**config.mk**
```make
export PLATFORM = sky130hd
export DESIGN_NAME = reorder_buffer
export DESIGN_NICKNAME = d
export VERILOG_FILES = /design/src/rtl/reorder_buffer_pkg.sv /design/src/rtl/reorder_buffer.sv
export SDC_FILE = /design/constraint.sdc
export NUM_CORES = 1
export LEC_CHECK = 0
export CELL_PAD_IN_SITES_DETAIL_PLACEMENT = 0
export CELL_PAD_IN_SITES_GLOBAL_PLACEMENT = 2
export CORE_MARGIN = 10
export CORE_UTILIZATION = 46
export CTS_CLUSTER_DIAMETER = 100
export DETAILED_ROUTE_END_ITERATION = 16
export GPL_TIMING_DRIVEN = 0
export HOLD_SLACK_MARGIN = 0.02
export MAX_ROUTING_LAYER = met4
export PLACE_DENSITY = 0.76
export SKIP_LAST_GASP = 1
export SLEW_MARGIN = 15
export SYNTH_ARGS = -nofsm -noshare
export SYNTH_HDL_FRONTEND = slang
export SYNTH_SLANG_ARGS = --single-unit
```
**constraint.sdc**
```tcl
create_clock -name clock -period 4.05 [get_ports clock]
set_input_delay 1.0125 -clock clock [delete_from_list [all_inputs] [get_ports clock]]
set_output_delay 1.0125 -clock clock [all_outputs]
set_load 0.01 [all_outputs]
```
**src/rtl/reorder_buffer_pkg.sv**
```systemverilog
// reorder_buffer_pkg: shared tag, map-table packet and ROB entry types
package reorder_buffer_pkg;
  localparam int PHYS_REG_SZ = 64;
  localparam int PHYS_REG_W = $clog2(PHYS_REG_SZ);
  localparam int ROB_SZ_DEFAULT = 32;
  typedef struct packed {
    logic [PHYS_REG_W-1:0] phys_reg;
    logic valid;
    logic ready;
  } TAG;
  typedef struct packed {
    logic retire_en;
    TAG retire_t;
    TAG retire_t_old;
    logic [4:0] retire_arch_idx;
  } ROB_MT_PACKET;
  typedef struct packed {
    logic valid;
    logic complete;
    TAG t;
    TAG t_old;
    logic [4:0] arch_idx;
    logic has_dest;
  } ROB_ENTRY;
endpackage

```
**src/rtl/reorder_buffer.sv**
```systemverilog
// reorder_buffer: in-order retirement queue between dispatch and the map table
module reorder_buffer
  import reorder_buffer_pkg::*;
#(
  parameter int ROB_SZ = ROB_SZ_DEFAULT,
  parameter int ROB_IDX_W = $clog2(ROB_SZ)
) (
  input  logic                 clock,
  input  logic                 reset,
  input  logic                 dispatch_en,
  input  TAG                   dispatch_t,
  input  TAG                   dispatch_t_old,
  input  logic [4:0]           dispatch_arch_idx,
  input  logic                 dispatch_has_dest,
  output logic                 dispatch_ready,
  output logic [ROB_IDX_W-1:0] dispatch_rob_idx,
  input  logic                 cdb_en,
  input  logic [ROB_IDX_W-1:0] cdb_rob_idx,
  input  logic                 interrupt,
  output ROB_MT_PACKET         rob_mt_packet,
  output logic [ROB_IDX_W:0]   count
);
  ROB_ENTRY [ROB_SZ-1:0] rob;
  ROB_ENTRY head_e;
  logic [ROB_IDX_W-1:0] head, tail;
  logic accept, retire_en;
  assign head_e = rob[head];
  assign dispatch_ready = count != (ROB_IDX_W+1)'(ROB_SZ);
  assign dispatch_rob_idx = tail;
  assign accept = dispatch_en && dispatch_ready && !interrupt;
  // reset is folded in so a mid-operation reset discards entries without retiring them
  assign retire_en = head_e.valid && head_e.complete && !interrupt && !reset;
  // retire packet is built only from registered head state; the map table sees zeros when idle
  always_comb begin
    rob_mt_packet = '0;
    rob_mt_packet.retire_en = retire_en;
    if (retire_en) begin
      rob_mt_packet.retire_t = head_e.t;
      rob_mt_packet.retire_t.valid = head_e.has_dest;
      rob_mt_packet.retire_t_old = head_e.t_old;
      rob_mt_packet.retire_t_old.valid = head_e.has_dest;
      rob_mt_packet.retire_arch_idx = head_e.arch_idx;
    end
  end
  // entry array, pointers and occupancy; interrupt behaves exactly like reset
  always_ff @(posedge clock) begin
    if (reset || interrupt) begin
      for (int i = 0; i < ROB_SZ; i++) begin
        rob[i].valid <= 1'b0;
        rob[i].complete <= 1'b0;
      end
      head <= '0;
      tail <= '0;
      count <= '0;
    end else begin
      if (cdb_en && rob[cdb_rob_idx].valid) rob[cdb_rob_idx].complete <= 1'b1;
      if (retire_en) begin
        rob[head].valid <= 1'b0;
        head <= head + 1'b1;
      end
      if (accept) begin
        rob[tail] <= '{valid: 1'b1, complete: 1'b0, t: dispatch_t, t_old: dispatch_t_old,
                       arch_idx: dispatch_arch_idx, has_dest: dispatch_has_dest};
        tail <= tail + 1'b1;
      end
      count <= count + (ROB_IDX_W+1)'(accept) - (ROB_IDX_W+1)'(retire_en);
    end
  end
endmodule

```
==> flow_summary.json <==
{
  "num_vias": 22700,
  "reg2reg_from": "head[1]",
  "syn2layout_area_growth_pct": 22.1,
  "dr.pass1.iters": 6,
  "hold_viol": 0,
  "setup_viol": 5,
  "port_buffers": 63,
  "synthArstFlopShare": 0,
  "final_layout_size_suffix_gt1_frac": 0.251,
  "crit_path_max_fanout": 6,
  "max-cap-violations": 0,
  "drt_iter0_drc": 2969,
  "grt_pass1_wl_mm": 177,
  "initial_core_util": 0.463,
  "clock_sinks": 720,
  "rrSetupSlack_ns": 0.14,
  "rsz0062_at_grt": "yes",
  "cts_inserted_buffers": 80,
  "dp_hpwl_mm": 91.2,
  "yosys_warnings": 0,
  "clk_transition_reported_paths_ns": 0.06,
  "cp_top_family": "buffers and inverters",
  "root_buffer": "clkbuf_16",
  "slew_violations": 0,
  "fmax_mhz": 245,
  "final.fill_count": 5771,
  "syn_area_per_cell_um2": 14.3,
  "grt_max_degree": 21,
  "synth_edf_count": 640,
  "route.met3.wl_mm": 14.9,
  "cp_common_cell": "buf_12",
  "drc": 0,
  "worstHoldPathCells": 2,
  "cts_buffer_depth": 3,
  "worstSetupPathType": "flip-flop to output port",
  "ir_drop_uv": 282,
  "rr_worst_depth": 23,
  "dieArea_mm2": 0.0828,
  "cp.depth": 12,
  "whs_ns": 0.515,
  "relSlewSlack": 0.305,
  "cpMaxStageDelayCell": "or4_4",
  "synth_seq_cells": 720,
  "final_util": 0.565,
  "regArea_mm2": 0.0208,
  "top_level_ports": 66,
  "min_from": "rob[382]",
  "fin_skew_ns": 0.0151,
  "fp.dieH_um": 288,
  "post-synth-top-count-cell": "edfxtp_1",
  "synth_flop_cell": "edfxtp_1",
  "path_cells": "buf_12, buf_16, buf_12, buf_12, buf_4, buf_12, mux4_2, o22ai_1, or4_4, nor2_4, buf_6, buf_6",
  "cts_hold_buf": 0,
  "multi_input_area_mm2": 0.0118,
  "total_power_mw": 15.5,
  "netlist.area_leader.share": 0.583,
  "critical_path_required_ns": 3.04,
  "routed.top_layer": "met4",
  "wl_met1_mm": 49.6,
  "ant_nets": 0,
  "num_rows": 98,
  "fin_nets": 2647,
  "syn_area_mm2": 0.0330,
  "dr_wl_met2_mm": 58.6,
  "clk_latency_ns": 0.63,
  "antenna_found_initial": 5,
  "startpoint": "head[1]",
  "cp.buffers_inverters": 8,
  "synth_commonest_cells": "edfxtp_1 (640), and2_1 (485), clkbuf_1 (178), mux4_2 (174), and3_1 (162)",
  "fin_crit_sh": 1.01,
  "core-area_mm2": 0.0712,
  "synthesis.nets": 2362,
  "p_per_area_mw_per_mm2": 384,
  "globalRouteOverflowTotal": 0,
  "end_kind": "output port",
  "wire_per_inst_um": 35.4,
  "worstPathArrival_ns": 3.07,
  "drt-total-wl_mm": 128,
  "seq_area_frac_synth": 0.632,
  "outcome": "complete, but fails checks",
  "violations": "setup timing",
  "netlist_instances": 2313,
  "hp-class": "flip-flop to flip-flop",
  "design_area_mm2": 0.0403,
  "ys_top_cells_by_area": "edfxtp_1 (58%), mux4_2 (12%), and2_1 (9.2%), dfxtp_1 (4.9%), and3_1 (3.1%)",
  "grt_pass1_vias": 22500,
  "htreeDepth": 3,
  "startpoint_type": "flip-flop",
  "die_x_um": 288,
  "yosysUniqueCellTypes": 58,
  "cts_tree": "done",
  "gp_congestion": 0.949,
  "tightest_slew_ns": 1.04,
  "grt_use_total": 0.317,
  "yosys.area.top_type": "edfxtp_1",
  "place_area_mm2": 0.0355,
  "critical_path.max_stage_delay_ns": 0.51,
  "fin_ws_ns": -0.0289,
  "power_leakage_nw": 14.0,
  "post-route-min-period_ns": 4.08,
  "avgViaCountPerCell": 6.28
}
-- stage by stage --
step,setup TNS (ns),setup WS (ns),cells
2_1_floorplan,0,0.360,2313
3_3_place_gp,-1377.11,-2.73,3326
3_5_place_dp,-68.00,-1.15,3397
4_1_cts,-0.293,-0.0788,3610
5_1_grt,-0.736,-0.0772,3609
6_report,-0.0702,-0.0289,3613
-- power by group --
part	leakage [nW]	total, mW	internal (mW)	switching (mW)
combinational	6.08	0.360	0.0862	0.273
clock	1.23	7.14	4.07	3.07
sequential	6.73	7.98	7.97	0.00397
-- timing repair --
action	4_1_cts	5_1_grt
endpoints found under the setup margin	27	24
pin swaps	40	22
cloned	6	1
setup buffers	66	4
hold endpoints to repair	0	0
resized for setup	366	68
-- final cells by class --
type                    count  share of cell area
well taps                 950              0.0295
diodes                      4            0.000249
inverters                  20             0.00205
clock buffers             107              0.0545
plain buffers             231              0.0407
repair buffers            209              0.0536
clock inverters            36             0.00802
multi-input cells        1336               0.294
flip-flops and latches    720               0.517
-- tightest hold or removal path: cells and delay by family, from the launching register on --
kind             cells  cell delay (ns)
AND/OR/NAND/NOR      1             0.05
flip-flops           1             0.31
AO/OA/AOI/OAI        1             0.11
-- kinds of logic (layout without fill, tap and decap cells) --
family / after synthesis / count (layout) / synth area share
fa+ha+maj: 17 / 17 / 0.00668
xor+xnor: 8 / 8 / 0.00213
other cells: 0 / 4 / 0
simple gates: 905 / 905 / 0.162
mux: 196 / 196 / 0.126
flops: 720 / 720 / 0.632
compound gates: 210 / 210 / 0.0374
buf+inv: 257 / 603 / 0.0348
-- state kept, by name (all words and copies together) (netlist names) --
name / count
rob: 704
count: 6
dispatch_rob_idx: 5
head: 5
-- cell usage in the layout (no fill, tap or decap), types with 66 or more instances in the layout --
master	netlist	final
edfxtp_1	640	640
and2_1	485	485
clkbuf_1	178	182
mux4_2	174	174
and3_1	162	162
buf_4	23	108
clkbuf_16	0	84
nor2_1	105	83
dfxtp_1	80	77
a21oi_1	67	66
-- metal layers --
metal | GRT usage | vias up
li1 | - | 9254
met3 | 0.0933 | 223
met2 | 0.476 | 1393
met4 | 0.106 | 0
met5 | - | -
met1 | 0.409 | 11800
-- path summary, 6_finish.rpt --
check	to
min	rob[382]
max	rob_mt_packet[14]
max reg2reg	count[4]
min reg2reg	rob[382]
(Power assumes the default switching activity.)
==> edit: new RTL, same flow settings <==
Change the package constant `PHYS_REG_SZ` from 64 to 128.
--- a/src/rtl/reorder_buffer_pkg.sv
+++ b/src/rtl/reorder_buffer_pkg.sv
@@ -1,6 +1,6 @@
 // reorder_buffer_pkg: shared tag, map-table packet and ROB entry types
 package reorder_buffer_pkg;
-  localparam int PHYS_REG_SZ = 64;
+  localparam int PHYS_REG_SZ = 128;
   localparam int PHYS_REG_W = $clog2(PHYS_REG_SZ);
   localparam int ROB_SZ_DEFAULT = 32;
   typedef struct packed {
Interface: changed (resized dispatch_t, dispatch_t_old and rob_mt_packet); port bits go from 66 to 70. The function was not compared with the original's and may differ.
==> edit against the unedited design <==
The run still ends with negative setup slack left; routed wire length rose by 15%; setup slack got worse by 0.20 ns; register-to-register slack got worse by 0.29 ns; total power rose by 9.6%; sequential power rose by 8.9%; combinational power rose by 5%; sequential cell count rose by 64; highest routed layer unchanged; synthesized area rose by 8.9%; design area rose by 7.3%; critical endpoint is now rob_mt_packet[4].
==> edit: results (changes against the unedited design) <==
[route]
viasPerCell = 6.43  ; +2.3%
drt_iter0_drc = 3885  ; +31%

[logic_synthesis]
synth_common_cells = edfxtp_1 (704), and2_1 (445), and3_1 (268), clkbuf_1 (217), mux4_2 (190)
syn_nets = 2563  ; +8.5%
yosys-top-cells-area = edfxtp_1 (59%), mux4_2 (12%), and2_1 (7.8%)
ys_seq_area_share_pct = 63.4  ; +0.22 points

[placed_design]
dpl_cell_area_um2 = 38800  ; +9.2%
gp_congestion = 0.967  ; +1.9%
dp_hpwl_um = 104000  ; +14%
port_buffers = 64  ; +1.6%

[timing]
whs_ns = 0.453  ; -0.0611 ns
finalWorstSetupSlack_ns = -0.230  ; -0.201 ns
finalSetupViolations = 45  ; +40
fin_tns_setup_ns = -4.50  ; -4.43 ns
fin_worst_skew_ns = 0.0205  ; +0.00531 ns
worstMarginPinSlew_ns = 1.38  ; +0.334 ns

[worst_setup_path]
crit_family = simple AND/OR/NAND/NOR gates
r2r_slack_ns = -0.15  ; -0.29 ns
reg2reg_from = head[0]
crit_fanout = 10  ; +4
cp_slowest_stage_delay_ns = 0.45  ; -0.06 ns
arrival_ns = 3.27  ; +0.20 ns
worstRegToRegCells = 24  ; +4.3%
cp_slowest_cell = or3_4

[layout]
drive_gt1_share_pct = 23.8  ; -1.3 points
nets = 2853  ; +7.8%
reg.largest.list = rob: 768 flops, count: 6 flops
fillers = 6270  ; +8.6%

[grt]
grtUsageTotal_pct = 33.3  ; +1.6 points
grt_max_degree = 23  ; +9.5%
antenna_found_initial = 12  ; +7
grt_pass1_vias = 24600  ; +9.4%

[status]
status = complete, but fails checks
violations = negative setup slack

[worst_hold_path]
min_to = rob[310]

[power_and_ir_drop]
peakVddDrop_uv = 335  ; +19%
p_leak_uw = 0.0148  ; +5.4%

## edit: cell count changes in the layout (fill, tap and decap cells not counted), moves of 16 or more
cell | before | now
nor3_1 | 34 | 5
edfxtp_1 | 640 | 704
nor4b_4 | 1 | 17
a22oi_1 | 2 | 25
nor2_1 | 83 | 120
and2_1 | 485 | 445
mux4_2 | 174 | 192
clkbuf_2 | 2 | 19
a21oi_1 | 66 | 41
clkbuf_1 | 182 | 202
and3_1 | 162 | 268
nor3_2 | 30 | 14
or4_4 | 18 | 0
## edit: where the power goes
| part | internal [uW] | total [uW] | switching, uW |
|---|---|---|---|
| clock network | 4520 | 7880 | 3360 |
| registers | 8690 | 8690 | 3.75 |
| logic | 94.4 | 378 | 283 |
## edit: cell type report
class | count | share of cell area, %
diodes | 3 | 0.0174
plain buffers | 261 | 3.68
clock buffers | 113 | 5.31
clock inverters | 47 | 1.08
inverters | 16 | 0.159
multi-input cells | 1442 | 29.7
flip-flops and latches | 784 | 52.7
well taps | 1040 | 3.01
repair buffers | 210 | 4.39
## edit: worst max path at each step
| stage | cells past startpoint | slack (ns) | endpoint | startpoint |
|---|---|---|---|---|
| 3_5_place_dp | 9 | -2.02 | rob_mt_packet[19] | head[1] |
| 2_1_floorplan | 5 | 0.21 | rob[182] | interrupt |
| 4_1_cts | 8 | -0.23 | rob_mt_packet[13] | head[2] |
| 6_report | 12 | -0.23 | rob_mt_packet[4] | head[4] |
| 5_1_grt | 24 | -0.31 | head[3] | head[0] |
| 3_3_place_gp | 6 | -3.70 | rob[643] | interrupt |
## edit: worst min-delay path: stages, from the launching register on
cell     delay, ns
dfxtp_1       0.31
nand2_1       0.05
a21oi_1       0.05
## edit: logic make-up after synthesis
kind of cell / count (synthesis) / synth area share, %
AO/OA/AOI/OAI: 219 / 3.65
XOR/XNOR: 7 / 0.171
adder cells (fa/ha/maj): 17 / 0.614
buffers and inverters: 286 / 3.27
flip-flops: 784 / 63.4
multiplexers: 216 / 12.8
AND/OR/NAND/NOR: 983 / 16.1
## edit: repair_timing
item	CTS	global route
buffers inserted	53	12
pin swaps	25	16
gates resized for setup	354	97
cloned	1	0
endpoints found under the setup margin	65	203
## edit: per-stage QoR
stage	instances	power, uW	util [%]	worst slack [ns]
2_1_floorplan	2512	9010	-	0.215
3_3_place_gp	3616	9200	48.9	-3.70
3_5_place_dp	3699	9220	50.2	-2.02
4_1_cts	3909	17000	55.5	-0.234
5_1_grt	3915	17300	55.9	-0.311
6_report	3916	17000	55.9	-0.230
## edit: per-layer routing
metal	track usage [%]	up-vias	part of all wire, %
li1	-	10100	-
met1	42.1	13000	37
met2	49.9	1695	46
met3	8.57	358	11
met4	15.6	0	5.6
met5	-	-	0
